### src/rtl/imem_dmem_arbiter_if.sv
// Bundle of the fetch port, the load/store port and the shared memory port
// seen by imem_dmem_arbiter. The slave modport is the arbiter's view.
interface imem_dmem_arbiter_if #(
    parameter int NB_ADDR = 32,
    parameter int NB_WORD = 32
);
    // Handshake: a requester raises req with stable addr/data and holds them
    // until it sees gnt high in the same cycle; a granted read returns exactly
    // once on that requester's rvalid, with rdata meaningful only while rvalid=1.
    logic               i_f_req;
    logic [NB_ADDR-1:0] i_f_addr;
    logic               o_f_gnt;
    logic               o_f_rvalid;
    logic [NB_WORD-1:0] o_f_rdata;

    logic               i_d_req;
    logic               i_d_we;
    logic [NB_ADDR-1:0] i_d_addr;
    logic [NB_WORD-1:0] i_d_wdata;
    logic [3:0]         i_d_be;
    logic               o_d_gnt;
    logic               o_d_rvalid;
    logic [NB_WORD-1:0] o_d_rdata;

    logic               o_mem_en;
    logic               o_mem_we;
    logic [NB_ADDR-1:0] o_mem_addr;
    logic [NB_WORD-1:0] o_mem_wdata;
    logic [3:0]         o_mem_be;
    logic [NB_WORD-1:0] i_mem_rdata;

    // 1 while a read is outstanding (RD_WAIT)
    logic               o_dbg_busy;

    modport slave (
        input  i_f_req, i_f_addr,
        output o_f_gnt, o_f_rvalid, o_f_rdata,
        input  i_d_req, i_d_we, i_d_addr, i_d_wdata, i_d_be,
        output o_d_gnt, o_d_rvalid, o_d_rdata,
        output o_mem_en, o_mem_we, o_mem_addr, o_mem_wdata, o_mem_be,
        input  i_mem_rdata,
        output o_dbg_busy
    );

    modport master (
        output i_f_req, i_f_addr,
        input  o_f_gnt, o_f_rvalid, o_f_rdata,
        output i_d_req, i_d_we, i_d_addr, i_d_wdata, i_d_be,
        input  o_d_gnt, o_d_rvalid, o_d_rdata,
        input  o_mem_en, o_mem_we, o_mem_addr, o_mem_wdata, o_mem_be,
        output i_mem_rdata,
        input  o_dbg_busy
    );
endinterface

### src/rtl/imem_dmem_arbiter.sv
// Arbitrates the fetch (F) and load/store (D) ports onto one single-port
// memory with fixed read latency; D has priority, F is protected from starvation.
module imem_dmem_arbiter #(
    parameter int MEM_LAT      = 1,
    parameter int STARVE_LIMIT = 4
) (
    input  logic                i_clock,
    input  logic                i_reset,
    imem_dmem_arbiter_if.slave  bus
);
    localparam int NB_LAT = $clog2(MEM_LAT + 1);
    localparam int NB_STV = $clog2(STARVE_LIMIT + 1);
    localparam logic OWN_F = 1'b0;
    localparam logic OWN_D = 1'b1;

    typedef enum logic {
        IDLE    = 1'b0,
        RD_WAIT = 1'b1
    } state_t;

    state_t              r_state;
    logic [NB_LAT-1:0]   r_lat_cnt;
    logic [NB_STV-1:0]   r_starve_cnt;
    logic                r_owner;

    logic w_ret;
    logic w_rvalid;
    logic w_free;
    logic w_f_force;
    logic w_f_win;
    logic w_d_win;
    logic w_rd_grant;

    // The return cycle of a read doubles as a free slot for the next grant.
    assign w_ret      = (r_state == RD_WAIT) && (r_lat_cnt == NB_LAT'(1));
    assign w_rvalid   = w_ret && !i_reset;
    assign w_free     = !i_reset && ((r_state == IDLE) || w_ret);
    assign w_f_force  = (r_starve_cnt == NB_STV'(STARVE_LIMIT)) && bus.i_f_req;
    assign w_f_win    = w_free && (w_f_force || (!bus.i_d_req && bus.i_f_req));
    assign w_d_win    = w_free && !w_f_force && bus.i_d_req;
    assign w_rd_grant = w_f_win || (w_d_win && !bus.i_d_we);

    always_ff @(posedge i_clock) begin
        if (i_reset) begin
            r_state      <= IDLE;
            r_lat_cnt    <= '0;
            r_starve_cnt <= '0;
            r_owner      <= OWN_F;
        end else begin
            if (w_rd_grant) begin
                r_owner   <= w_d_win ? OWN_D : OWN_F;
                r_lat_cnt <= NB_LAT'(MEM_LAT);
                r_state   <= RD_WAIT;
            end else if (r_state == RD_WAIT) begin
                r_lat_cnt <= r_lat_cnt - NB_LAT'(1);
                if (w_ret) r_state <= IDLE;
            end

            if (!bus.i_f_req || w_f_win)
                r_starve_cnt <= '0;
            else if (r_starve_cnt != NB_STV'(STARVE_LIMIT))
                r_starve_cnt <= r_starve_cnt + NB_STV'(1);
        end
    end

    always_comb begin
        bus.o_f_gnt     = w_f_win;
        bus.o_d_gnt     = w_d_win;
        bus.o_mem_en    = w_f_win || w_d_win;
        bus.o_mem_we    = w_d_win && bus.i_d_we;
        bus.o_mem_addr  = '0;
        bus.o_mem_wdata = '0;
        bus.o_mem_be    = '0;
        if (w_d_win) begin
            bus.o_mem_addr  = bus.i_d_addr;
            bus.o_mem_wdata = bus.i_d_wdata;
            bus.o_mem_be    = bus.i_d_be;
        end else if (w_f_win) begin
            bus.o_mem_addr  = bus.i_f_addr;
            bus.o_mem_be    = 4'hF;
        end

        bus.o_f_rvalid = w_rvalid && (r_owner == OWN_F);
        bus.o_d_rvalid = w_rvalid && (r_owner == OWN_D);
        bus.o_f_rdata  = bus.o_f_rvalid ? bus.i_mem_rdata : '0;
        bus.o_d_rdata  = bus.o_d_rvalid ? bus.i_mem_rdata : '0;
        bus.o_dbg_busy = (r_state == RD_WAIT);
    end
endmodule

### src/flat_wrapper.sv
// flat-port wrapper written by rule: the top's interface ports become plain ports
module imem_dmem_arbiter_flat 
#(
    parameter int MEM_LAT      = 1,
    parameter int STARVE_LIMIT = 4
)
  (i_clock, i_reset, bus_i_f_req, bus_i_f_addr, bus_o_f_gnt, bus_o_f_rvalid, bus_o_f_rdata, bus_i_d_req, bus_i_d_we, bus_i_d_addr, bus_i_d_wdata, bus_i_d_be, bus_o_d_gnt, bus_o_d_rvalid, bus_o_d_rdata, bus_o_mem_en, bus_o_mem_we, bus_o_mem_addr, bus_o_mem_wdata, bus_o_mem_be, bus_i_mem_rdata, bus_o_dbg_busy);
  imem_dmem_arbiter_if #(.NB_ADDR(32), .NB_WORD(32)) bus_i ();
  input  logic i_clock;
  input  logic i_reset;
  input wire logic [$bits(bus_i.i_f_req)-1:0] bus_i_f_req;
  input wire logic [$bits(bus_i.i_f_addr)-1:0] bus_i_f_addr;
  output wire logic [$bits(bus_i.o_f_gnt)-1:0] bus_o_f_gnt;
  output wire logic [$bits(bus_i.o_f_rvalid)-1:0] bus_o_f_rvalid;
  output wire logic [$bits(bus_i.o_f_rdata)-1:0] bus_o_f_rdata;
  input wire logic [$bits(bus_i.i_d_req)-1:0] bus_i_d_req;
  input wire logic [$bits(bus_i.i_d_we)-1:0] bus_i_d_we;
  input wire logic [$bits(bus_i.i_d_addr)-1:0] bus_i_d_addr;
  input wire logic [$bits(bus_i.i_d_wdata)-1:0] bus_i_d_wdata;
  input wire logic [$bits(bus_i.i_d_be)-1:0] bus_i_d_be;
  output wire logic [$bits(bus_i.o_d_gnt)-1:0] bus_o_d_gnt;
  output wire logic [$bits(bus_i.o_d_rvalid)-1:0] bus_o_d_rvalid;
  output wire logic [$bits(bus_i.o_d_rdata)-1:0] bus_o_d_rdata;
  output wire logic [$bits(bus_i.o_mem_en)-1:0] bus_o_mem_en;
  output wire logic [$bits(bus_i.o_mem_we)-1:0] bus_o_mem_we;
  output wire logic [$bits(bus_i.o_mem_addr)-1:0] bus_o_mem_addr;
  output wire logic [$bits(bus_i.o_mem_wdata)-1:0] bus_o_mem_wdata;
  output wire logic [$bits(bus_i.o_mem_be)-1:0] bus_o_mem_be;
  input wire logic [$bits(bus_i.i_mem_rdata)-1:0] bus_i_mem_rdata;
  output wire logic [$bits(bus_i.o_dbg_busy)-1:0] bus_o_dbg_busy;
  assign bus_i.i_f_req = bus_i_f_req;
  assign bus_i.i_f_addr = bus_i_f_addr;
  assign bus_o_f_gnt = bus_i.o_f_gnt;
  assign bus_o_f_rvalid = bus_i.o_f_rvalid;
  assign bus_o_f_rdata = bus_i.o_f_rdata;
  assign bus_i.i_d_req = bus_i_d_req;
  assign bus_i.i_d_we = bus_i_d_we;
  assign bus_i.i_d_addr = bus_i_d_addr;
  assign bus_i.i_d_wdata = bus_i_d_wdata;
  assign bus_i.i_d_be = bus_i_d_be;
  assign bus_o_d_gnt = bus_i.o_d_gnt;
  assign bus_o_d_rvalid = bus_i.o_d_rvalid;
  assign bus_o_d_rdata = bus_i.o_d_rdata;
  assign bus_o_mem_en = bus_i.o_mem_en;
  assign bus_o_mem_we = bus_i.o_mem_we;
  assign bus_o_mem_addr = bus_i.o_mem_addr;
  assign bus_o_mem_wdata = bus_i.o_mem_wdata;
  assign bus_o_mem_be = bus_i.o_mem_be;
  assign bus_i.i_mem_rdata = bus_i_mem_rdata;
  assign bus_o_dbg_busy = bus_i.o_dbg_busy;
  imem_dmem_arbiter #(.MEM_LAT(MEM_LAT), .STARVE_LIMIT(STARVE_LIMIT)) u_core (.i_clock(i_clock), .i_reset(i_reset), .bus(bus_i));
endmodule
### config.mk
export PLATFORM = sky130hd
export DESIGN_NAME = imem_dmem_arbiter_flat
export DESIGN_NICKNAME = d
export VERILOG_FILES = /design/src/rtl/imem_dmem_arbiter_if.sv /design/src/rtl/imem_dmem_arbiter.sv /design/src/flat_wrapper.sv
export SDC_FILE = /design/constraint.sdc
export NUM_CORES = 1
export LEC_CHECK = 0
export ABC_AREA = 1
export BUFFER_PORTS_ARGS = -buffer_cell sky130_fd_sc_hd__clkbuf_2
export CAP_MARGIN = 20
export CORE_AREA = 2 2 107 109
export CTS_BUF_LIST = sky130_fd_sc_hd__clkbuf_4 sky130_fd_sc_hd__clkbuf_8
export DETAILED_ROUTE_END_ITERATION = 12
export DIE_AREA = 0 0 109 111
export HOLD_SLACK_MARGIN = 0.15
export PLACE_DENSITY = 0.52
export SYNTH_ARGS = -nofsm -noshare
export SYNTH_HDL_FRONTEND = slang
export SYNTH_SLANG_ARGS = --single-unit
### constraint.sdc
create_clock -name i_clock -period 1.4 [get_ports i_clock]
set_input_delay 0 -clock i_clock [delete_from_list [all_inputs] [get_ports i_clock]]
set_output_delay 0 -clock i_clock [all_outputs]
set_load 0.05 [all_outputs]
### Word level (Yosys, flattened, before mapping)

Index checks and enable logic that the tools add are counted.

* reductions and logical operators: 24
* equal/unequal tests: 2
* bitwise gates (word level): 2
* $add $sub $neg: 2
* multiplexer cells: 13

Operators by type and width (number)
* 32-bit two-way mux: 5
* 1-bit logical AND: 12
* 4-bit two-way mux: 2
* 1-bit two-way mux: 6
* 1-bit zero test: 5
* 1-bit logical OR: 5
* 3-bit by 1-bit adder with 3-bit output (second input constant): 1
* 3-bit equality test (second input constant): 1
* 3-bit inequality test (second input constant): 1
* 1-bit inverter: 2
* 2-bit nonzero test: 1
* 2-bit OR reduction: 1
* 1-bit subtractor (second input constant): 1

* input bits: 137
* flip-flop bits (word level): 6
* output and inout bits: 139
* logic and storage cells: 47

### Depth between registers and ports, before layout

Gate-level depths: netlist (run 1).

* depth in word-level cells: 8
* mapped depth: 9
* depth with buffers taken out: 8

### Least setup slack after synthesis (run 1)

OpenSTA, ideal clock, no wires.

* path type: flip-flop to output port
* from: register u_core.r_state (netlist: u_core.bus.o_dbg_busy)
* to: output bus_o_f_rdata[0]
* arrival: 2.281 ns
* path buffers: 1
* required time: 1.400 ns
* stages on the path, launching flop included: 6
* setup slack: -0.881 ns
* cell sequence: dfxtp_1 > nand3_1 > nor2_2 > inv_2 > buf_2 > nor2_1

* word-level cells in the longest chain between the ends: 4

Ends and longest elaborated chain
* start: declaration: line imem_dmem_arbiter.sv:21 `state_t r_state;`
* start signal: assignment: line imem_dmem_arbiter.sv:45 `r_state <= IDLE;`
* start signal: assignment: line imem_dmem_arbiter.sv:53 `r_state <= RD_WAIT;`
* start signal: assignment: line imem_dmem_arbiter.sv:56 `if (w_ret) r_state <= IDLE;`
* 1-bit logical AND: line imem_dmem_arbiter.sv:35 `assign w_ret = (r_state == RD_WAIT) && (r_lat_cnt == NB_LAT'(1));`
* 1-bit logical AND: line imem_dmem_arbiter.sv:36 `assign w_rvalid = w_ret && !i_reset;`
* 1-bit logical AND: line imem_dmem_arbiter.sv:83 `bus.o_f_rvalid = w_rvalid && (r_owner == OWN_F);`
* net bus_o_f_rvalid: line flat_wrapper.sv:14 `output wire logic [$bits(bus_i.o_f_rvalid)-1:0] bus_o_f_rvalid;`
* 32-bit two-way mux: line imem_dmem_arbiter.sv:85 `bus.o_f_rdata = bus.o_f_rvalid ? bus.i_mem_rdata : '0;`
* end: declaration: line flat_wrapper.sv:15 `output wire logic [$bits(bus_i.o_f_rdata)-1:0] bus_o_f_rdata;`

The timed path passes the listed nets, and every way through them passes these cells.

### Worst setup path in the final report (run 1)

* from: register u_core.r_starve_cnt[0]
* to: output bus_o_mem_addr[13]

* word-level cells in the longest chain between the ends: 6
* elaborated cells on any way between the ends: 9
* classes of those cells: 1 x eq/ne; 2 x mux; 6 x reduce/logical

Ends and longest elaborated chain
* start: declaration: line imem_dmem_arbiter.sv:23 `logic [NB_STV-1:0] r_starve_cnt;`
* start signal: assignment: line imem_dmem_arbiter.sv:62 `r_starve_cnt <= r_starve_cnt + NB_STV'(1);`
* 3-bit equality test *: line imem_dmem_arbiter.sv:38 `assign w_f_force = (r_starve_cnt == NB_STV'(STARVE_LIMIT)) && bus.i_f_req;`
* 1-bit logical AND *: line imem_dmem_arbiter.sv:38
* 1-bit logical OR or 1-bit zero test (tied branches): line imem_dmem_arbiter.sv:39, imem_dmem_arbiter.sv:40
* 1-bit logical AND (on tied branches): line imem_dmem_arbiter.sv:39, imem_dmem_arbiter.sv:40
* 32-bit two-way mux or 1-bit logical AND (tied branches): line imem_dmem_arbiter.sv:78, imem_dmem_arbiter.sv:40
* 32-bit two-way mux *: line imem_dmem_arbiter.sv:74 `if (w_d_win) begin`
* end: declaration: line flat_wrapper.sv:26 `output wire logic [$bits(bus_i.o_mem_addr)-1:0] bus_o_mem_addr;`

Every way passes the cells marked *; elsewhere a longest branch is shown, timed or not.

==> metrics.md, run 1 <==
| Metric | Value |
|---|---|
| Clk slew on worst S/H paths | `0.04 ns` |
| Leak pwr | `a little under 3 nW` |
| Setup TNS Final | `-9.049 ns` |
| Vias per cell | `3.956` |
| Fin nets | `between 700 and 800` |
| Most used DFF post-synth | `dfxtp_1` |
| Mapped Avg Cell Area | `roughly 4.5 um^2` |
| Clock power share | `0.132` |
| DRC Markers | `0` |
| Final Hold Vio Count | `0` |
| Synth cell count leaders | `110 x nand2_1, 98 x nor2_1, 72 x inv_1, 9 x buf_2` |
| Port bufs | `275` |
| Initial core utilization | `0.1335` |
| Clk sink count | `6` |
| Synth area leaders | `nand2_1 28%, nor2_1 25%, inv_1 18%` |
| Yosys reg bits | `6` |
| Logic pwr share | `0.780` |
| Sequential share of power | `0.087` |
| Vias | `3,042` |
| GPL Wtd Cong | `0.7362` |
| Initial antenna violation count | `0` |
| Startpoint types | `register` |
| Crit-path max FO | `9` |
| Post-synthesis sequential area ratio | `0.08122` |
| Count leader, synth | `nand2_1` |
| Vias in the first global route | `2,940` |
| Final period utilization | `1.121` |
| Final antenna-violating net count | `0` |
| Clock Tree Root | `clkbuf_8` |
| Die Span Y | `about 110 um` |
| Post-synth EDFFs | `0` |
| Failing checks | `negative setup slack` |
| Slew Viols, Final | `0` |
| Die width | `between 100 and 150 um` |
| Final Cell Area | `between 5000 and 6000 um^2` |
| Ys Warns | `0` |
| Slowest-stage cell, CP | `dfxtp_2` |
| Depth of the CTS H-tree | `1` |
| Core region area | `11,080 um^2` |
| Peak VDD IR | `0.0002335 V` |
| Slew @ Worst Pin | `0.3451 ns` |
| Final worst path period need | `1.569 ns` |
| Detailed Place HPWL | `6.837 mm` |
| Synth Net Count | `466` |
| Endpoint class of the critical path | `output port` |
| Max incr delay on CP | `between 0.3 and 0.4 ns` |
| Internal Power | `1.173 mW` |
| Worst EP required | `1.40 ns` |
| Antenna diodes | `0` |
| Final Util | `0.4960` |
| Hold Slack | `approximately 0.15 ns` |
| Num CTS Buffers | `3` |
| Outcome | `complete, but fails checks` |
| Net Switching | `1.133 mW` |
| Global route overflow | `0` |
| Crit Path Class | `register to output port` |
| Setup violations, final | `72` |
| Share of the synthesized area in the top cell type | `0.2792` |
| Die area | `12,100 um^2` |
| Share of cells above drive strength 1 | `0.7508` |
| Asr flop ratio synth | `0` |
| Mapped Area | `between 1000 and 1500 um^2` |
| HP Class | `input pin to register` |
| Initial DRT Pass Iterations | `4` |
| F_max | `637.2 MHz` |
| Switching Share | `0.4912` |
| Clock latency on the worst-skew pair | `~0.23 ns` |
| Largest net degree at the start of global routing | `34` |
| Worst slew margin | `0.7709` |
| # IOs | `276` |
| CTS tree | `done` |
| Final WL | `9.724 mm` |
| Post-Synthesis Cells | `327` |
| DP Area | `just over 4000 um^2` |
| Delay-heaviest family, CP | `buffers and inverters` |
| First-pass GRT wire length | `about 14 mm` |
| Row Count | `39` |
| DRT iter0 DRCs | `102` |
| CP most frequent cell | `nand3_4` |
| Crit path arrival time | `1.57 ns` |
| PwrDens | `419.8 nW/um^2` |
| All-Layer GR Usage | `0.1415` |
| Final Skew | `0.003533 ns` |
| P&R area growth vs syn | `271.5%` |
| CP Cell Sequence | `inv_2, ha_4, nand3_4, nand3_4, inv_8, clkbuf_16, nand2_1, nand2_2, buf_12` |
| Final setup margin | `-0.1693 ns` |
| Worst path bufs/invs | `4` |
| Max-cap viol count | `0` |
| CTS Buffer Depth | `2` |
| Unique masters post-synth | `19` |
| Dominant cell type by area after synthesis | `nand2_1` |
| RSZ-0062 raised after global routing | `true` |
| Flop2flop setup slack | `0.06 ns` |
| Wire per inst | `~13 um` |
[cell type report]
| type | count | area, um^2 |
|---|---|---|
| clock buffer | 4 | 48.80 |
| timing repair buffer | 310 | 3136 |
| inverter | 76 | 312.8 |
| multi-input combinational | 230 | 1689 |
| tap | 143 | 178.9 |
| fill | 977 | 5583 |
| sequential | 6 | 128.9 |
[cell usage in the layout, fill, tap and decap left out, types with 2 or more instances in the layout]
master and count:
a21oi_1 3, buf_12 34, buf_16 2, buf_4 33
buf_6 15, buf_8 51, clkbuf_16 9, clkbuf_2 141
clkbuf_4 9, clkbuf_8 18, dfxtp_2 4, dlygate4sd3_1 2
inv_1 70, inv_2 3, inv_8 2, nand2_1 48
nand2_2 47, nand2_4 18, nand3_1 2, nand3_4 4
nand4_1 2, nor2_1 24, nor2_2 23, nor2_4 54
[metal layers]
| metal | global-route usage | wire [um] | up-vias |
|---|---|---|---|
| li1 | - | - | 1511 |
| met1 | 0.1335 | 3137 | 1346 |
| met2 | 0.2981 | 5591 | 174 |
| met3 | 0.02646 | 895 | 11 |
| met4 | 0.03162 | 99 | 0 |
| met5 | 0 | 0 | - |
[cells by family after synthesis]
group,synth area share
XOR/XNOR,0.01185
AO/OA/AOI/OAI,0.01015
AND/OR/NAND/NOR,0.6074
flip-flops,0.08122
adder cells (fa/ha/maj),0.01692
buffers and inverters,0.2724
[state kept, by name, summed over array words and instances (netlist names)]
name and flops:
u_core.r_lat_cnt 1, u_core.bus.o_dbg_busy 1, u_core.r_owner 1, u_core.r_starve_cnt 3
[worst min-delay path, delay by kind of cell]
| kind | cells | cell delay (ns) |
|---|---|---|
| AND/OR/NAND/NOR | 1 | 0.13 |
| buffers and inverters | 2 | 0.14 |
| AO/OA/AOI/OAI | 1 | 0.07 |
[power by group through the flow]
stage | sequential (mW) | clock [mW] | combinational (mW)
final | 0.201 | 0.306 | 1.80
after global routing | 0.203 | 0.316 | 1.89
after CTS | 0.199 | 0.314 | 1.62
after detailed placement | 0.200 | 0 | 1.37
after global placement | 0.199 | 0 | 1.36
after floorplan | 0.206 | 0 | 0.870
[per-stage QoR]
step	std cells	total power, mW	setup WS, ns
finish	769	2.306	-0.1693
global route	769	2.409	-0.2390
CTS	756	2.134	-0.1851
detailed placement	746	1.572	-0.1415
global placement	746	1.559	-0.1133
floorplan	327	1.077	-0.1214
[final timing paths]
check / to / cells after the start / from
max: bus_o_mem_addr[13] / 9 / u_core.r_starve_cnt[0]
min: u_core.r_owner / 4 / bus_i_d_we
min reg2reg: u_core.r_owner / 2 / u_core.r_owner
max reg2reg: u_core.r_lat_cnt / 9 / u_core.r_starve_cnt[0]
[repair_timing]
action                                  in CTS  in global routing
gates cloned                                 2                  7
hold endpoints to repair                     3                  0
setup buffers                                2                  6
hold buffers                                 2                  0
resized for setup                          184                195
pin swaps                                    1                 10
endpoints found under the setup margin     109                129
No activity file was read; power rests on OpenSTA's default activity.
==> run 2, diff against run 1 <==
- REMOVE_ABC_BUFFERS: default -> 1
==> run 2 against run 1 <==
The run still ends with negative setup slack left. Wire length is 2.9% higher. Total power is 5.8% lower. Clock skew hardly changed. Sequential share of layout area hardly changed. Non-clock buffer count is 4 lower. Flip-flop and latch count stayed put. Largest cell class unchanged.
==> metrics.md, run 2 (synthesized netlist as in run 1, its figures left out) <==
| Metric | Value |
|---|---|
| RSZ-0062 raised after global routing | `true (unchanged)` |
| Final WL | `10.01 mm (was 9.724 mm)` |
| Flop2flop setup slack | `0.12 ns (was 0.06 ns)` |
| DRC Markers | `0 (unchanged)` |
| Num CTS Buffers | `3 (unchanged)` |
| Final worst path period need | `1.533 ns (was 1.569 ns)` |
| Crit-path max FO | `6 (was 9)` |
| Endpoint, Worst Hold | `u_core.r_owner (unchanged)` |
| Final setup margin | `-0.1333 ns (was -0.1693 ns)` |
| Largest net degree at the start of global routing | `34 (unchanged)` |
| Core region area | `11,080 um^2 (unchanged)` |
| Worst slew margin | `0.8018 (was 0.7709)` |
| DRT iter0 DRCs | `99 (was 102)` |
| Finished Layout Cells | `764 (was 769)` |
| Share of cells above drive strength 1 | `0.7037 (was 0.7508)` |
| Failing checks | `negative setup slack (unchanged)` |
| CTS tree | `done (unchanged)` |
| Max-cap viol count | `0 (unchanged)` |
| Clk slew on worst S/H paths | `0.04 ns (about the same)` |
| Leak pwr | `2.897 nW (was 2.913 nW)` |
| Worst Hold Path Cells | `4 (unchanged)` |
| Final Cell Area | `5226 um^2 (was 5494 um^2)` |
| Worst path bufs/invs | `4 (unchanged)` |
| Initial DRT Pass Iterations | `4 (unchanged)` |
| Detailed Place HPWL | `6.866 mm (was 6.837 mm)` |
| P&R area growth vs syn | `253.4% (was 271.5%)` |
| Net Switching | `1.064 mW (was 1.133 mW)` |
| Startpoint types | `register (unchanged)` |
| Die area | `12,100 um^2 (unchanged)` |
| Hold Startpoint | `bus_i_d_we (unchanged)` |
| CP most frequent cell | `nand2_4 (was nand3_4)` |
| Final period utilization | `1.095 (was 1.121)` |
| CTS Buffer Depth | `2 (unchanged)` |
| Wire per inst | `13.10 um (was 12.64 um)` |
| Global route overflow | `0 (unchanged)` |
| Row Count | `39 (unchanged)` |
| PwrDens | `415.8 nW/um^2 (was 419.8 nW/um^2)` |
| Clock latency on the worst-skew pair | `0.23 ns (about the same)` |
| Final Util | `0.4718 (was 0.4960)` |
| Initial antenna violation count | `0 (unchanged)` |
| GPL Wtd Cong | `0.7403 (was 0.7362)` |
| Register-to-Register Path Depth | `9 (unchanged)` |
| Vias | `3,012 (was 3,042)` |
| All-Layer GR Usage | `0.1355 (was 0.1415)` |
| F_max | `652.2 MHz (was 637.2 MHz)` |
| Placed cell count | `750 (was 746)` |
| CP Cell Sequence | `inv_2, ha_4, nand2_4, nand2_4, nand3_4, clkinv_8, clkbuf_16, nand2_1, nand2_2, buf_8 (was inv_2, ha_4, nand3_4, nand3_4, inv_8, clkbuf_16, nand2_1, nand2_2, buf_12)` |
| RR Startpoint | `u_core.r_starve_cnt[0] (unchanged)` |
| Crit Path Class | `register to output port (unchanged)` |
| Initial core utilization | `0.1335 (unchanged)` |
| Port bufs | `275 (unchanged)` |
| First-pass GRT wire length | `12.99 mm (was 13.77 mm)` |
| Endpoint class of the critical path | `output port (unchanged)` |
| Internal Power | `1.109 mW (was 1.173 mW)` |
| Worst EP required | `1.40 ns (about the same)` |
| Final Skew | `0.003470 ns (was 0.003533 ns)` |
| Clock power share | `0.122 (was 0.132)` |
| Most common cell after layout, fill and taps aside | `clkbuf_2 (unchanged)` |
| Peak VDD IR | `0.0002965 V (was 0.0002335 V)` |
| Logic pwr share | `0.788 (was 0.780)` |
| Slowest-stage cell, CP | `dfxtp_2 (unchanged)` |
| Sequential standard cell area | `125.1 um^2 (was 128.9 um^2)` |
| R2r endpoint | `u_core.r_lat_cnt (unchanged)` |
| Delay-heaviest family, CP | `buffers and inverters (unchanged)` |
| Sequential share of power | `0.090 (was 0.087)` |
| Antenna diodes | `0 (unchanged)` |
| Die Span Y | `111 um (unchanged)` |
| Commonest non-fill, non-tap cells in the layout | `138 x clkbuf_2, 70 x inv_1, 51 x nand2_1 (was 141 x clkbuf_2, 70 x inv_1, 54 x nor2_4)` |
| DP Area | `3730 um^2 (was 4041 um^2)` |
| Depth of the CTS H-tree | `1 (unchanged)` |
| Setup violations, final | `72 (unchanged)` |
| Max incr delay on CP | `0.32 ns (about the same)` |
| Switching Share | `0.4896 (was 0.4912)` |
| Vias per cell | `3.942 (was 3.956)` |
| Slew @ Worst Pin | `0.2986 ns (was 0.3451 ns)` |
| # IOs | `276 (unchanged)` |
| HP Class | `input pin to register (unchanged)` |
| Vias in the first global route | `2,704 (was 2,940)` |
| Max reg flops | `3 (unchanged)` |
| Clock Tree Root | `clkbuf_8 (unchanged)` |
| Die width | `109 um (unchanged)` |
| Crit path arrival time | `1.53 ns (was 1.57 ns)` |
| Final Hold Vio Count | `0 (unchanged)` |
| Multi-input gate area | `1401 um^2 (was 1689 um^2)` |
| Fill cells | `1,053 (was 977)` |
| Slew Viols, Final | `0 (unchanged)` |
| Largest Register | `u_core.r_starve_cnt (unchanged)` |
| Fin nets | `762 (was 766)` |
| Worst path depth | `10 (was 9)` |
| Outcome | `complete, but fails checks (unchanged)` |
| Final antenna-violating net count | `0 (unchanged)` |
| Clk sink count | `6 (unchanged)` |
==> run 2: changes by cell type in the layout (fill, tap and decap cells not counted), moves of 11 or more <==
cell,previous run,this run
nor2_2,23,37
buf_6,15,48
buf_8,51,25
nor2_1,24,47
buf_12,34,45
nor2_4,54,17
buf_4,33,16
==> run 2: metrics by stage <==
| stage | setup TNS (ns) | hold slack (ns) | setup WS (ns) | power (mW) |
|---|---|---|---|---|
| floorplan | -92.40 | 0.06907 | -1.072 | 0.9123 |
| detailed placement | -4.391 | 0.2506 | -0.1220 | 1.530 |
| global route | -12.64 | 0.1869 | -0.2117 | 2.281 |
| finish | -6.780 | 0.1424 | -0.1333 | 2.173 |
| global placement | -2.428 | 0.2536 | -0.08546 | 1.528 |
| CTS | -7.448 | 0.1586 | -0.1477 | 2.012 |
==> run 2: worst reg2reg max path, stage by stage, from the launching register on <==
cell	delay [ns]
dfxtp_2	0.32
inv_2	0.05
ha_4	0.17
nand2_4	0.08
nand2_4	0.05
nand3_4	0.09
buf_4	0.20
nand3_1	0.09
nand2_1	0.08
nand2_1	0.05
==> run 2: per-layer routing <==
metal  share of wire  track usage  vias to the layer above
li1                -            -                     1498
met4           0.012      0.02821                        0
met5               0            0                        -
met1            0.36       0.1501                     1329
met3           0.087      0.03469                       10
met2            0.54       0.2542                      175
==> run 2: power by group through the flow <==
stage | sequential (mW) | combinational [mW] | clock (mW)
CTS | 0.195 | 1.55 | 0.265
detailed placement | 0.195 | 1.33 | 0
global route | 0.197 | 1.79 | 0.289
finish | 0.195 | 1.71 | 0.266
floorplan | 0.205 | 0.708 | 0
global placement | 0.195 | 1.33 | 0
==> run 2: worst max-delay path by stage <==
stage                      startpoint            endpoint
2_1_floorplan   u_core.bus.o_dbg_busy    bus_o_d_rdata[0]
3_3_place_gp   u_core.r_starve_cnt[0]   bus_o_mem_addr[0]
3_5_place_dp   u_core.r_starve_cnt[0]  bus_o_mem_addr[25]
4_1_cts        u_core.r_starve_cnt[0]        bus_o_mem_en
5_1_grt        u_core.r_starve_cnt[0]  bus_o_mem_addr[22]
6_report       u_core.r_starve_cnt[0]  bus_o_mem_addr[22]
==> run 2: area by class of cell <==
type                       instances  area share
multi-input combinational        230      0.2681
clock buffer                       3    0.007900
sequential                         6     0.02394
tap                              143     0.03424
timing repair buffer             306      0.6069
inverter                          76     0.05889
==> run 2: repair_timing <==
item	CTS	global route
setup buffers	0	4
pin swaps	2	6
resized for setup	200	234
endpoints found under the hold margin	2	0
cloned	2	3
hold buffers	2	0
setup endpoints to repair	132	136
